[config.mk]
export PLATFORM = sky130hd
export DESIGN_NAME = prio_arbiter
export DESIGN_NICKNAME = d
export VERILOG_FILES = /design/src/rtl/prio_arbiter.sv
export SDC_FILE = /design/constraint.sdc
export NUM_CORES = 1
export LEC_CHECK = 0
export BUFFER_PORTS_ARGS = -buffer_cell sky130_fd_sc_hd__buf_4
export CORE_MARGIN = 2
export CORE_UTILIZATION = 58
export DETAILED_ROUTE_END_ITERATION = 10
export PLACE_DENSITY_LB_ADDON = 0.2
export SLEW_MARGIN = 20
export SYNTH_ARGS = -nofsm -noshare
export SYNTH_HDL_FRONTEND = slang
export SYNTH_SLANG_ARGS = --single-unit
[constraint.sdc]
create_clock -name clk -period 3.9 [get_ports clk]
set_input_delay 0.195 -clock clk [delete_from_list [all_inputs] [get_ports clk]]
set_output_delay 0.195 -clock clk [all_outputs]
set_load 0.1 [all_outputs]
[src/rtl/prio_arbiter.sv]
// prio_arbiter
// Registered N-channel arbiter placed between N bus masters and the shared
// resource mux. It grants one requester per decision and keeps that grant
// until the owner drops its request. Selection is either fixed priority, with
// the highest channel index winning, or round-robin, chosen at runtime. An
// optional hold limit lets another waiting channel take over from an owner.
//
// Ports:
//   clk      - system clock, rising edge
//   rst_n    - asynchronous active-low reset
//   req      - [N-1:0] level request lines, bit k = channel k
//   rr_en    - 0 = fixed priority, 1 = round-robin (sampled at decisions)
//   gnt      - [N-1:0] one-hot registered grant, zero when no owner
//   gnt_idx  - [IDXW-1:0] binary index of the owner, zero when no owner
//   gnt_vld  - high while a grant is held
//   idle     - high while there is no owner
module prio_arbiter #(
    parameter int N        = 8,
    parameter int IDXW     = 3,
    parameter int MAX_HOLD = 0
) (
    input  logic            clk,
    input  logic            rst_n,
    input  logic [N-1:0]    req,
    input  logic            rr_en,
    output logic [N-1:0]    gnt,
    output logic [IDXW-1:0] gnt_idx,
    output logic            gnt_vld,
    output logic            idle
);

    localparam int SELW  = (N > 1) ? $clog2(N) : 1;
    localparam int CNTW  = (MAX_HOLD > 1) ? $clog2(MAX_HOLD) : 1;
    localparam int LIMIT = (MAX_HOLD > 0) ? MAX_HOLD - 1 : 0;

    localparam logic [0:0] ST_IDLE  = 1'b0;
    localparam logic [0:0] ST_GRANT = 1'b1;

    logic [0:0]      state_q, state_d;
    logic [N-1:0]    gnt_q, gnt_d;
    logic [IDXW-1:0] idx_q, idx_d;
    logic [IDXW-1:0] last_q, last_d;
    logic [CNTW-1:0] cnt_q, cnt_d;

    logic [N-1:0]    cand;
    logic            ownerReq;
    logic            atLimit;
    logic [SELW-1:0] winFixed;
    logic [SELW-1:0] winRr;
    logic [SELW-1:0] winSel;
    logic [SELW-1:0] pos;

    // The owner is masked out of the candidate set. This gives the preemption
    // mask directly. When the owner has released, its req bit is already zero,
    // and in IDLE gnt_q is zero, so a single candidate set serves every case.
    assign cand     = req & ~gnt_q;
    assign ownerReq = |(req & gnt_q);
    assign atLimit  = (MAX_HOLD > 0) && (cnt_q == CNTW'(LIMIT));

    // Winner search. The fixed-priority loop lets the highest set index
    // overwrite earlier hits. The round-robin loop walks downward from
    // distance N to distance 1 above last_q, so the nearest set bit above
    // last_q is written last and wins. last_q itself is tried last.
    always_comb begin
        winFixed = '0;
        winRr    = '0;
        pos      = '0;
        for (int i = 0; i < N; i++) begin
            if (cand[i]) begin
                winFixed = SELW'(i);
            end
        end
        for (int k = N; k >= 1; k--) begin
            pos = SELW'((int'(last_q) + k) % N);
            if (cand[pos]) begin
                winRr = pos;
            end
        end
        winSel = rr_en ? winRr : winFixed;
    end

    // Next-state logic. A new grant is issued when leaving IDLE, on a release
    // that has other requesters waiting (with no bubble), and on a preemption.
    // At the hold limit with nobody waiting, only the counter restarts.
    always_comb begin
        state_d = state_q;
        gnt_d   = gnt_q;
        idx_d   = idx_q;
        last_d  = last_q;
        cnt_d   = cnt_q;
        if ((state_q == ST_IDLE && |req) ||
            (state_q == ST_GRANT && !ownerReq && |cand) ||
            (state_q == ST_GRANT && ownerReq && atLimit && |cand)) begin
            state_d        = ST_GRANT;
            gnt_d          = '0;
            gnt_d[winSel]  = 1'b1;
            idx_d          = IDXW'(winSel);
            last_d         = IDXW'(winSel);
            cnt_d          = '0;
        end else if (state_q == ST_GRANT && !ownerReq) begin
            state_d = ST_IDLE;
            gnt_d   = '0;
            idx_d   = '0;
            cnt_d   = '0;
        end else if (state_q == ST_GRANT && atLimit) begin
            cnt_d = '0;
        end else if (state_q == ST_GRANT && MAX_HOLD > 0) begin
            cnt_d = cnt_q + CNTW'(1);
        end
    end

    // State registers. last_q resets to N-1 so that the first round-robin
    // search starts at channel 0.
    always_ff @(posedge clk or negedge rst_n) begin
        if (!rst_n) begin
            state_q <= ST_IDLE;
            gnt_q   <= '0;
            idx_q   <= '0;
            last_q  <= IDXW'(N - 1);
            cnt_q   <= '0;
        end else begin
            state_q <= state_d;
            gnt_q   <= gnt_d;
            idx_q   <= idx_d;
            last_q  <= last_d;
            cnt_q   <= cnt_d;
        end
    end

    assign gnt     = gnt_q;
    assign gnt_idx = idx_q;
    assign gnt_vld = |gnt_q;
    assign idle    = ~|gnt_q;

endmodule

Word level (Yosys, flattened, before mapping)
Index checks and enable logic that the tools add are counted.
{"block": "totals", "register_bits": 15, "input_bits": 11, "output_inout_bits": 13, "word_cells": 78}
{"block": "op_classes", "addsub": 8, "order_cmp": 10, "mux": 40, "n_bitwise": 4, "n_reduce_logical": 12}
{"cell": "2-to-1 mux 3 bit", "count": 15}
{"cell": "< comparator 3 x 4 -> 1 bit, second input constant", "count": 9}
{"cell": "OR reduction 8 bit", "count": 4}
{"cell": "binary-select mux 1 bit (select 3 bit)", "count": 8}
{"cell": "bitwise AND 8 bit", "count": 2}
{"cell": "2-to-1 mux 8 bit", "count": 2}
{"cell": "adder 3 bit, second input constant", "count": 4}
{"cell": "2-to-1 mux 1 bit", "count": 12}
{"cell": "inverter 8 bit", "count": 1}
{"cell": "adder 3 x 1 -> 3 bit, second input constant", "count": 2}
{"cell": "adder 3 x 2 -> 3 bit, second input constant", "count": 2}
{"cell": "logical AND 1 bit", "count": 4}
{"cell": "2-to-1 mux 2 bit", "count": 2}
{"cell": "demux 1 bit (select 3 bit)", "count": 1}
{"cell": "greater-or-equal comparator 3 x 1 -> 1 bit, second input constant", "count": 1}
{"cell": "zero test 1 bit", "count": 2}
{"cell": "nonzero test 2 bit", "count": 1}
{"cell": "logical OR 1 bit", "count": 1}
{"cell": "inverter 1 bit", "count": 1}

Depth between registers and ports, before layout
Gate-level depths: netlist (run 1).
{"block": "depth", "ltp_word": 18, "ltp_mapped": 9, "ltp_nobuf": 9}

Least setup slack after synthesis (run 1)
OpenSTA, ideal clock, no wires.
{"block": "synth_path", "path_kind": "register to register", "start": "register gnt_q[2], in the netlist gnt[2]", "end": "register gnt_q[6], in the netlist gnt[6]", "arrival_ps": 3003, "required_time_ps": 3777, "path_slack_ps": 773, "path_stages_with_launch": 8, "n_path_buf": 0, "synth_period_minus_slack_ps": 3127, "path_cell_list": "dfrtp_1 and2b_4 mux4_2 mux2_2 a311o_1 a211oi_2 nor3_2 a32o_1"}
{"block": "synth_between", "elab_chain_len": 18}
{"item": "start, declared", "line": "40", "text": "logic [N-1:0] gnt_q, gnt_d;"}
{"item": "start signal, assigned", "line": "123", "text": "gnt_q <= gnt_d;"}
{"item": "inverter 8 bit", "line": "56", "text": "assign cand = req & ~gnt_q;"}
{"item": "bitwise AND 8 bit", "line": "56"}
{"item": "binary-select mux 1 bit (select 3 bit)", "line": "75", "text": "if (cand[pos]) begin"}
{"item": "2-to-1 mux 1 bit (not written as such)", "line": "75"}
{"item": "2-to-1 mux 3 bit (8 in a row)", "line": "75"}
{"item": "2-to-1 mux 3 bit", "line": "79", "text": "winSel = rr_en ? winRr : winFixed;"}
{"item": "< comparator 3 x 4 -> 1 bit (not written as such) / greater-or-equal comparator 3 x 1 -> 1 bit (equally long branches)", "line": "96", "text": "gnt_d[winSel] = 1'b1;"}
{"item": "logical AND 1 bit (not written as such)", "line": "96"}
{"item": "2-to-1 mux 1 bit (not written as such)", "line": "96"}
{"item": "demux 1 bit (select 3 bit)", "line": "96"}
{"item": "2-to-1 mux 8 bit", "line": "91", "text": "if ((state_q == ST_IDLE && |req) ||"}
Parallel ways exist; a longest one is shown, timed or not. The select of a mux whose other input is x is not followed.
A chain may end at the register's enable or synchronous reset.

Worst setup path after layout (run 1)
{"block": "layout_path", "start": "register last_q[1]", "end": "register gnt_q[1], in the netlist gnt[1]"}
{"block": "layout_between", "elab_chain_len": 17}
{"item": "start, declared", "line": "42", "text": "logic [IDXW-1:0] last_q, last_d;"}
{"item": "start signal, assigned", "line": "119", "text": "last_q <= IDXW'(N - 1);"}
{"item": "start signal, assigned", "line": "125", "text": "last_q <= last_d;"}
{"item": "adder 3 x 1 -> 3 bit", "line": "74", "text": "pos = SELW'((int'(last_q) + k) % N);"}
{"item": "binary-select mux 1 bit (select 3 bit)", "line": "75"}
{"item": "2-to-1 mux 1 bit (not written as such)", "line": "75"}
{"item": "2-to-1 mux 3 bit (7 in a row)", "line": "75"}
{"item": "2-to-1 mux 3 bit (*)", "line": "75"}
{"item": "2-to-1 mux 3 bit (*)", "line": "79"}
{"item": "< comparator 3 x 4 -> 1 bit (not written as such) / greater-or-equal comparator 3 x 1 -> 1 bit (equally long branches)", "line": "96"}
{"item": "logical AND 1 bit (not written as such)", "line": "96"}
{"item": "2-to-1 mux 1 bit (not written as such)", "line": "96"}
{"item": "demux 1 bit (select 3 bit) (*)", "line": "96"}
{"item": "2-to-1 mux 8 bit (*)", "line": "91"}
Mark *: on every way between the ends. The rest lies on a longest branch, timed or not. The select of a mux whose other input is x is not followed.

==> results.ini, run 1 <==
[worst_setup_path]
critPathMaxFanout = 14
cp-start-kind = register
rrSetupSlack_ps = 570
ff2ff_path_depth = 9
timing.rr.end = gnt[1]$_DFFE_PN0P_
crit_path_start = last_q[1]$_DFFE_PN1P_
worst-setup-path-type = register to register
required_ps = 4080
setup.worst_path.end = gnt[1]$_DFFE_PN0P_
endpoint_kind = register
worstPathArrival_ps = 3510
r2r-start = last_q[1]$_DFFE_PN1P_

[cts]
root_buffer = clkbuf_4
cts_buffer_depth = 2
worstSkewPairLatency_ps = 270
cts_sinks = 15
cts_tree = yes
numCtsBuffers = 3
h-tree-depth = 1
clk_pin_slew_ps = 80
cts_resized = 0

[timing]
fin_setup_tns_ps = 0
fmax_ghz = 0.300
worstMarginPinSlew_ps = 681
min_period_ps = 3330
finalCritPeriodShare_pct = 85.5
clock_skew_ps = 3.09
drv_slew = 0
relSlewSlack_pct = 54.4
setup_viol = 0
finalHoldViolCount = 0
holdWs_ps = 168
rsz0062_at_grt = false

[logic_synthesis]
yosysWarnings = 0
synth_edf_count = 0
synth_seq_cells = 15
synth_top_cells_by_area = dfrtp_1 17%, mux4_2 17%, mux2i_1 5.7%
syn_nets = 204
synthCells = 191
synth.top_cell.area_share_pct = 17.2
async_flop_share_pct = 100
yosysTopAreaCell = dfrtp_1
syn_area_um2 = 1750
synthFlopType = dfrtp_1
synth_seq_area_share_pct = 21.7
synth_cell_types = 57
avgSynthCellArea_um2 = 9.14

[global_routing]
grt_max_degree = 18
grt-ovfl-total = 0
track_usage_pct = 32.2
antenna_found_initial = 0
grt_pass1_vias = 1733
grt_pass1_wl_um = 8390

[min_path]
hp-class = primary input to register

[run]
maxCapViolations = 0

[place]
numPortBuffers = 23
dp.final_hpwl_um = 4050
place_congestion = 0.966
detailed_place.area_um2 = 1950

[floorplan]
chipWidth_um = 58.9
die_h_um = 58.9
rows = 19
initial_core_util_pct = 62.2
io_pins = 24
fp.coreArea_um2 = 2810
die-area_um2 = 3460

[drt]
postRouteAntennaNets = 0
dr_total_vias = 1785
routed_via_density = 7.26
drt-wirelength-per-cell_um = 20.6
drc = 0
drt_iter0_drc = 182
wirelength_um = 5080
drt_first_pass_iters = 5

[finish]
final_common_cell = buf_4
drive_above_1_share_pct = 26.0
diodes = 0
final_cell_mix = 26 x buf_4, 25 x nand2_1, 13 x mux4_2
area_growth_pct = 13.6
nNetsFinal = 229
nFillCells = 215
fin_area_um2 = 1980

[run_status]
status = completed

==> worst max-delay path, stage by stage, from the launching register on <==
cell	delay, ps
dfstp_2	690
inv_1	140
ha_1	570
inv_1	190
mux4_2	350
o21bai_1	140
a211oi_1	80
o311ai_0	520
nand2_1	240
o31ai_1	310
==> logic make-up after synthesis <==
logic type / count (synthesis) / synth area share, %
buffers and inverters: 15 / 3.58
AND/OR/NAND/NOR: 71 / 22.9
adder cells (fa/ha/maj): 2 / 1.43
multiplexers: 25 / 23.8
flip-flops: 15 / 21.7
XOR/XNOR: 3 / 1.51
AO/OA/AOI/OAI: 60 / 25.1
==> cells in the mapped netlist (3+ instances only) <==
cell       n
and2b_4    3
mux4_2    13
mux2i_1   10
inv_1      7
o21ai_0    8
o31ai_1    4
a31oi_1    3
nor2_1     7
dfrtp_1   12
dfstp_2    3
nand2_1   25
a32o_1     4
a21oi_1    9
nor4_1     7
nand2b_1  10
o22ai_1    7
clkbuf_1   3
nor2b_1    5
==> registers in the layout (all words and copies together) (netlist names) <==
| register | flops |
|---|---|
| gnt | 8 |
| gnt_idx | 3 |
| last_q | 3 |
| state_q | 1 |
==> per-stage QoR <==
| stage | instances | utilization [%] | worst slack [ps] |
|---|---|---|---|
| finish | 246 | 70.7 | 565 |
| global route | 246 | 70.7 | 359 |
| CTS | 246 | 70.7 | 612 |
| detailed placement | 241 | 69.4 | 624 |
| global placement | 241 | 69.4 | 752 |
| floorplan | 191 | - | 773 |
==> how the worst min path moves through the flow <==
stage          startpoint                endpoint  slack [ps]  cells past startpoint
6_report           req[1]     state_q$_DFFE_PN0P_         170                      3
5_1_grt            req[1]     state_q$_DFFE_PN0P_         180                      3
4_1_cts            req[1]     state_q$_DFFE_PN0P_         150                      3
3_5_place_dp        rst_n  gnt_idx[1]$_DFFE_PN0P_          50                      1
3_3_place_gp        rst_n  gnt_idx[1]$_DFFE_PN0P_          50                      1
2_1_floorplan       rst_n      gnt[0]$_DFFE_PN0P_        -100                      0
==> metal layers <==
metal	GRT usage, %	up-vias	part of all wire (%)
li1	-	810	-
met1	42.3	861	38
met2	53.2	100	51
met3	3.96	14	8.3
met4	14.6	0	2.8
met5	0	-	0
==> area by class of cell <==
type | instances | area [um^2] | share of cell area (%)
tap | 31 | 38.8 | 1.96
timing repair buffer | 27 | 205 | 10.3
clock buffer | 4 | 26.3 | 1.32
inverter | 8 | 30.0 | 1.51
multi-input combinational | 161 | 1300 | 65.7
sequential | 15 | 379 | 19.1
==> timing repair <==
action,4_1_cts,5_1_grt
setup endpoints to repair,0,0
buffers inserted,0,0
endpoints found under the hold margin,15,0
hold buffers,1,0
Power of run 1 is not shown: default switching activity piles up to over one toggle a cycle in this logic, so the estimate is an artifact.
==> run 2, diff against run 1 <==
Settings changed: BUFFER_PORTS_ARGS -buffer_cell sky130_fd_sc_hd__buf_4 to default, DONT_BUFFER_PORTS from default to 1, PLACE_DENSITY from default to 0.74, PLACE_DENSITY_LB_ADDON 0.2 to default.
==> results.ini, run 2 (synthesis gave the netlist of run 1 again) <==
[run_status]
status = completed  ; unchanged

[worst_setup_path]
worst-setup-path-type = register to register  ; unchanged
critPathMaxFanout = 22  ; was 14
cp-start-kind = register  ; unchanged
slowest_stage = dfstp_2  ; unchanged
worstPathArrival_ps = 3510  ; about the same
required_ps = 4040  ; was 4080 ps
cpPeakStageDelay_ps = 870  ; was 690 ps
endpoint_kind = register  ; unchanged
crit_family = flip-flops  ; was compound AO/OA/AOI/OAI gates
critPathBufInv = 2  ; unchanged
crit_chain = inv_2 > ha_1 > inv_1 > mux4_2 > a21oi_1 > a31oi_1 > o311ai_0 > and2_0 > o21ai_0  ; was inv_1 > ha_1 > inv_1 > mux4_2 > o21bai_1 > a211oi_1 > o311ai_0 > nand2_1 > o31ai_1

[place]
dp.final_hpwl_um = 3870  ; was 4050 um
detailed_place.area_um2 = 1840  ; was 1950 um^2
place_inst = 227  ; was 241
place_congestion = 0.997  ; was 0.966
numPortBuffers = 0  ; was 23

[floorplan]
fp.coreArea_um2 = 2810  ; unchanged
initial_core_util_pct = 62.2  ; unchanged
die_h_um = 58.9  ; unchanged
io_pins = 24  ; unchanged
rows = 19  ; unchanged
chipWidth_um = 58.9  ; unchanged
die-area_um2 = 3460  ; unchanged

[cts]
h-tree-depth = 1  ; unchanged
cts_hold_buf = 1  ; unchanged
root_buffer = clkbuf_4  ; unchanged
cts_buffer_depth = 2  ; unchanged
worstSkewPairLatency_ps = 280  ; was 270 ps
cts_sinks = 15  ; unchanged
cts_resized = 0  ; unchanged
post_cts_buffers = 0  ; unchanged
numCtsBuffers = 3  ; unchanged
cts_tree = yes  ; unchanged
clk_pin_slew_ps = 90  ; was 80 ps

[global_routing]
grt_pass1_wl_um = 8350  ; was 8390 um
track_usage_pct = 31.6  ; was 32.2%
grt_pass1_vias = 1677  ; was 1733
grt_max_degree = 23  ; was 18
grt-ovfl-total = 0  ; unchanged
antenna_found_initial = 0  ; unchanged

[drt]
dr_total_vias = 1788  ; was 1785
drt-wirelength-per-cell_um = 21.9  ; was 20.6 um
postRouteAntennaNets = 0  ; unchanged
routed_via_density = 7.71  ; was 7.26
drt_first_pass_iters = 7  ; was 5
wirelength_um = 5080  ; about the same
drc = 0  ; unchanged
drt_iter0_drc = 204  ; was 182

[finish]
diodes = 0  ; unchanged
area_growth_pct = 7.67  ; was 13.6%
largest_reg_flops = 8  ; unchanged
nFillCells = 230  ; was 215
stdcell_count = 232  ; was 246
drive_above_1_share_pct = 21.4  ; was 26.0%
final_cell_mix = 25 x nand2_1, 13 x mux4_2, 12 x dfrtp_1, 12 x buf_4  ; was 26 x buf_4, 25 x nand2_1, 13 x mux4_2
final_common_cell = nand2_1  ; was buf_4
fin_area_um2 = 1880  ; was 1980 um^2
nNetsFinal = 215  ; was 229

[timing]
finalHoldViolCount = 0  ; unchanged
clock_skew_ps = 5.97  ; was 3.09 ps
min_period_ps = 3360  ; was 3330 ps
drv_slew = 0  ; unchanged
fin_setup_tns_ps = 0  ; unchanged
fmax_ghz = 0.297  ; was 0.300 GHz
setup_viol = 0  ; unchanged
relSlewSlack_pct = 38.2  ; was 54.4%
worstMarginPinSlew_ps = 924  ; was 681 ps
rsz0062_at_grt = false  ; unchanged
holdWs_ps = 27.9  ; was 168 ps
finalCritPeriodShare_pct = 86.2  ; was 85.5%

[min_path]
hp-class = primary input to register  ; unchanged

[run]
maxCapViolations = 0  ; unchanged

run 2: through the flow:
step           setup WS (ps)  utilization (%)
2_1_floorplan            773                -
3_3_place_gp             673             65.7
3_5_place_dp             614             65.7
4_1_cts                  583             67.0
5_1_grt                  279             67.0
6_report                 537             67.0
run 2: layout make-up:
type | instances | area, um^2 | area share [%]
Timing Repair Buffer | 13 | 100 | 5.33
Tap cell | 31 | 38.8 | 2.06
Inverter | 8 | 30.0 | 1.60
Multi-Input combinational cell | 161 | 1300 | 69.4
Clock inverter | 1 | 5.00 | 0.266
Clock buffer | 3 | 22.5 | 1.20
Sequential cell | 15 | 379 | 20.2
run 2: path summary, 6_finish.rpt:
kind                                           to  slack [ps]             startpoint  cells after the start
max                        gnt_idx[2]$_DFFE_PN0P_         540  last_q[0]$_DFFE_PN1P_                      9
min reg2reg                    gnt[2]$_DFFE_PN0P_         540     gnt[2]$_DFFE_PN0P_                      1
max in group asynchronous     state_q$_DFFE_PN0P_        3110                  rst_n                      1
min                           state_q$_DFFE_PN0P_          30                 req[7]                      2
min in group asynchronous  gnt_idx[0]$_DFFE_PN0P_         370                  rst_n                      1
max reg2reg                gnt_idx[2]$_DFFE_PN0P_         540  last_q[0]$_DFFE_PN1P_                      9
run 2: per-layer routing:
layer  vias up  part of all wire (%)  track usage, %  routed length (um)
li1        783                     -               -                   -
met1       872                    41            41.6                2060
met2       112                    49            53.0                2490
met3        21                   7.5            4.84                 383
met4         0                   2.9            11.4                 146
met5         -                     0               0                   0
Power of run 2 is left out for the same reason.
==> run 3, diff against run 2 <==
Settings changed: HOLD_SLACK_MARGIN from default to 0.08.
==> results.ini, run 3 (synthesis gave the netlist of run 1 again) <==
[worst_setup_path]
crit_chain = inv_2 > ha_1 > inv_1 > mux4_2 > a21oi_1 > a31oi_1 > o311ai_0 > and2_0 > o21ai_0  ; unchanged
r2r-start = last_q[0]$_DFFE_PN1P_  ; unchanged
slowest_stage = dfstp_2  ; unchanged
ff2ff_path_depth = 9  ; unchanged
endpoint_kind = register  ; unchanged
critPathMaxFanout = 22  ; unchanged
worstPathArrival_ps = 3490  ; was 3510 ps
cpPeakStageDelay_ps = 870  ; about the same
required_ps = 4040  ; about the same
worst-setup-path-type = register to register  ; unchanged
crit_path_start = last_q[0]$_DFFE_PN1P_  ; unchanged
cp-start-kind = register  ; unchanged
rrSetupSlack_ps = 550  ; was 540 ps

[cts]
h-tree-depth = 1  ; unchanged
cts_sinks = 15  ; unchanged
cts_tree = yes  ; unchanged
cts_buffer_depth = 2  ; unchanged
worstSkewPairLatency_ps = 280  ; about the same
root_buffer = clkbuf_4  ; unchanged
numCtsBuffers = 3  ; unchanged
post_cts_buffers = 0  ; unchanged
cts_resized = 0  ; unchanged
clk_pin_slew_ps = 90  ; about the same

[global_routing]
antenna_found_initial = 0  ; unchanged
grt_pass1_vias = 1699  ; was 1677
track_usage_pct = 32.0  ; was 31.6%
grt_pass1_wl_um = 8440  ; was 8350 um
grt-ovfl-total = 0  ; unchanged
grt_max_degree = 23  ; unchanged

[min_path]
hp-class = primary input to async pin  ; was primary input to register

[floorplan]
io_pins = 24  ; unchanged
chipWidth_um = 58.9  ; unchanged
die_h_um = 58.9  ; unchanged
initial_core_util_pct = 62.2  ; unchanged
die-area_um2 = 3460  ; unchanged
rows = 19  ; unchanged
fp.coreArea_um2 = 2810  ; unchanged

[finish]
final_common_cell = nand2_1  ; unchanged
multi_input_comb_area_um2 = 1300  ; unchanged
nFillCells = 223  ; was 230
diodes = 0  ; unchanged
stdcell_count = 235  ; was 232
final_cell_mix = 25 x nand2_1, 13 x mux4_2, 12 x dfrtp_1, 12 x buf_4  ; unchanged
drive_above_1_share_pct = 21.1  ; was 21.4%
nNetsFinal = 218  ; was 215
fin_area_um2 = 1910  ; was 1880 um^2
seq_area_um2 = 379  ; unchanged
largest_reg_flops = 8  ; unchanged
area_growth_pct = 9.39  ; was 7.67%

[drt]
drt_first_pass_iters = 5  ; was 7
drt_iter0_drc = 194  ; was 204
wirelength_um = 5190  ; was 5080 um
dr_total_vias = 1799  ; was 1788
routed_via_density = 7.66  ; was 7.71
drt-wirelength-per-cell_um = 22.1  ; was 21.9 um
postRouteAntennaNets = 0  ; unchanged
drc = 0  ; unchanged

[place]
detailed_place.area_um2 = 1840  ; unchanged
place_congestion = 0.997  ; unchanged
dp.final_hpwl_um = 3870  ; unchanged
numPortBuffers = 0  ; unchanged
place_inst = 227  ; unchanged

[timing]
clock_skew_ps = 6.46  ; was 5.97 ps
relSlewSlack_pct = 38.2  ; about the same
rsz0062_at_grt = false  ; unchanged
min_period_ps = 3350  ; was 3360 ps
worstMarginPinSlew_ps = 925  ; was 924 ps
finalCritPeriodShare_pct = 85.8  ; was 86.2%
drv_slew = 0  ; unchanged
fin_setup_tns_ps = 0  ; unchanged
finalHoldViolCount = 0  ; unchanged
fmax_ghz = 0.299  ; was 0.297 GHz
setup_viol = 0  ; unchanged

[run_status]
status = completed  ; unchanged

[run]
maxCapViolations = 0  ; unchanged

==> run 3: cell types whose count changed in the layout (fill, tap and decap cells not counted), sizes merged <==
cell | previous run | this run
dlygate4sd3 | 1 | 4
==> run 3: metal layers <==
metal | up-vias | share of wire, % | GRT usage [%]
li1 | 791 | - | -
met2 | 122 | 49 | 53.7
met1 | 867 | 40 | 42.5
met5 | - | 0 | 0
met4 | 0 | 2.7 | 11.4
met3 | 19 | 7.8 | 4.40
==> run 3: area by class of cell <==
| class | instances | share of cell area, % |
|---|---|---|
| clock buffers | 3 | 1.18 |
| clock inverters | 1 | 0.262 |
| inverters | 8 | 1.57 |
| multi-input cells | 161 | 68.3 |
| flip-flops and latches | 15 | 19.9 |
| well taps | 31 | 2.03 |
| repair buffers | 16 | 6.82 |
==> run 3: critical path: cells and delay by family (launching register included) <==
family,cells,cell delay [ps]
multiplexers,1,370
AO/OA/AOI/OAI,4,800
AND/OR/NAND/NOR,1,350
buffers and inverters,2,270
adder cells (fa/ha/maj),1,550
flip-flops,1,870
==> run 3: worst paths after layout <==
path | to
worst max-delay path | gnt_idx[2]$_DFFE_PN0P_
worst min-delay path | gnt_idx[1]$_DFFE_PN0P_
worst max register to register | gnt_idx[2]$_DFFE_PN0P_
worst min register to register | gnt[2]$_DFFE_PN0P_
max in group asynchronous | state_q$_DFFE_PN0P_
min in group clk | gnt[0]$_DFFE_PN0P_
==> run 3: what timing repair did <==
| item | 4_1_cts | 5_1_grt |
|---|---|---|
| hold buffers | 4 | 0 |
| endpoints found under the setup margin | 0 | 0 |
| endpoints found under the hold margin | 16 | 0 |
==> run 3: metrics by stage <==
step                utilization, %  setup WS (ps)  hold slack [ps]
CTS                           68.1            583              379
finish                        68.1            552              368
floorplan                        -            773             -101
detailed placement            65.7            614             -100
global placement              65.7            673             -100
global route                  68.1            279              430
Power of run 3 is left out for the same reason.
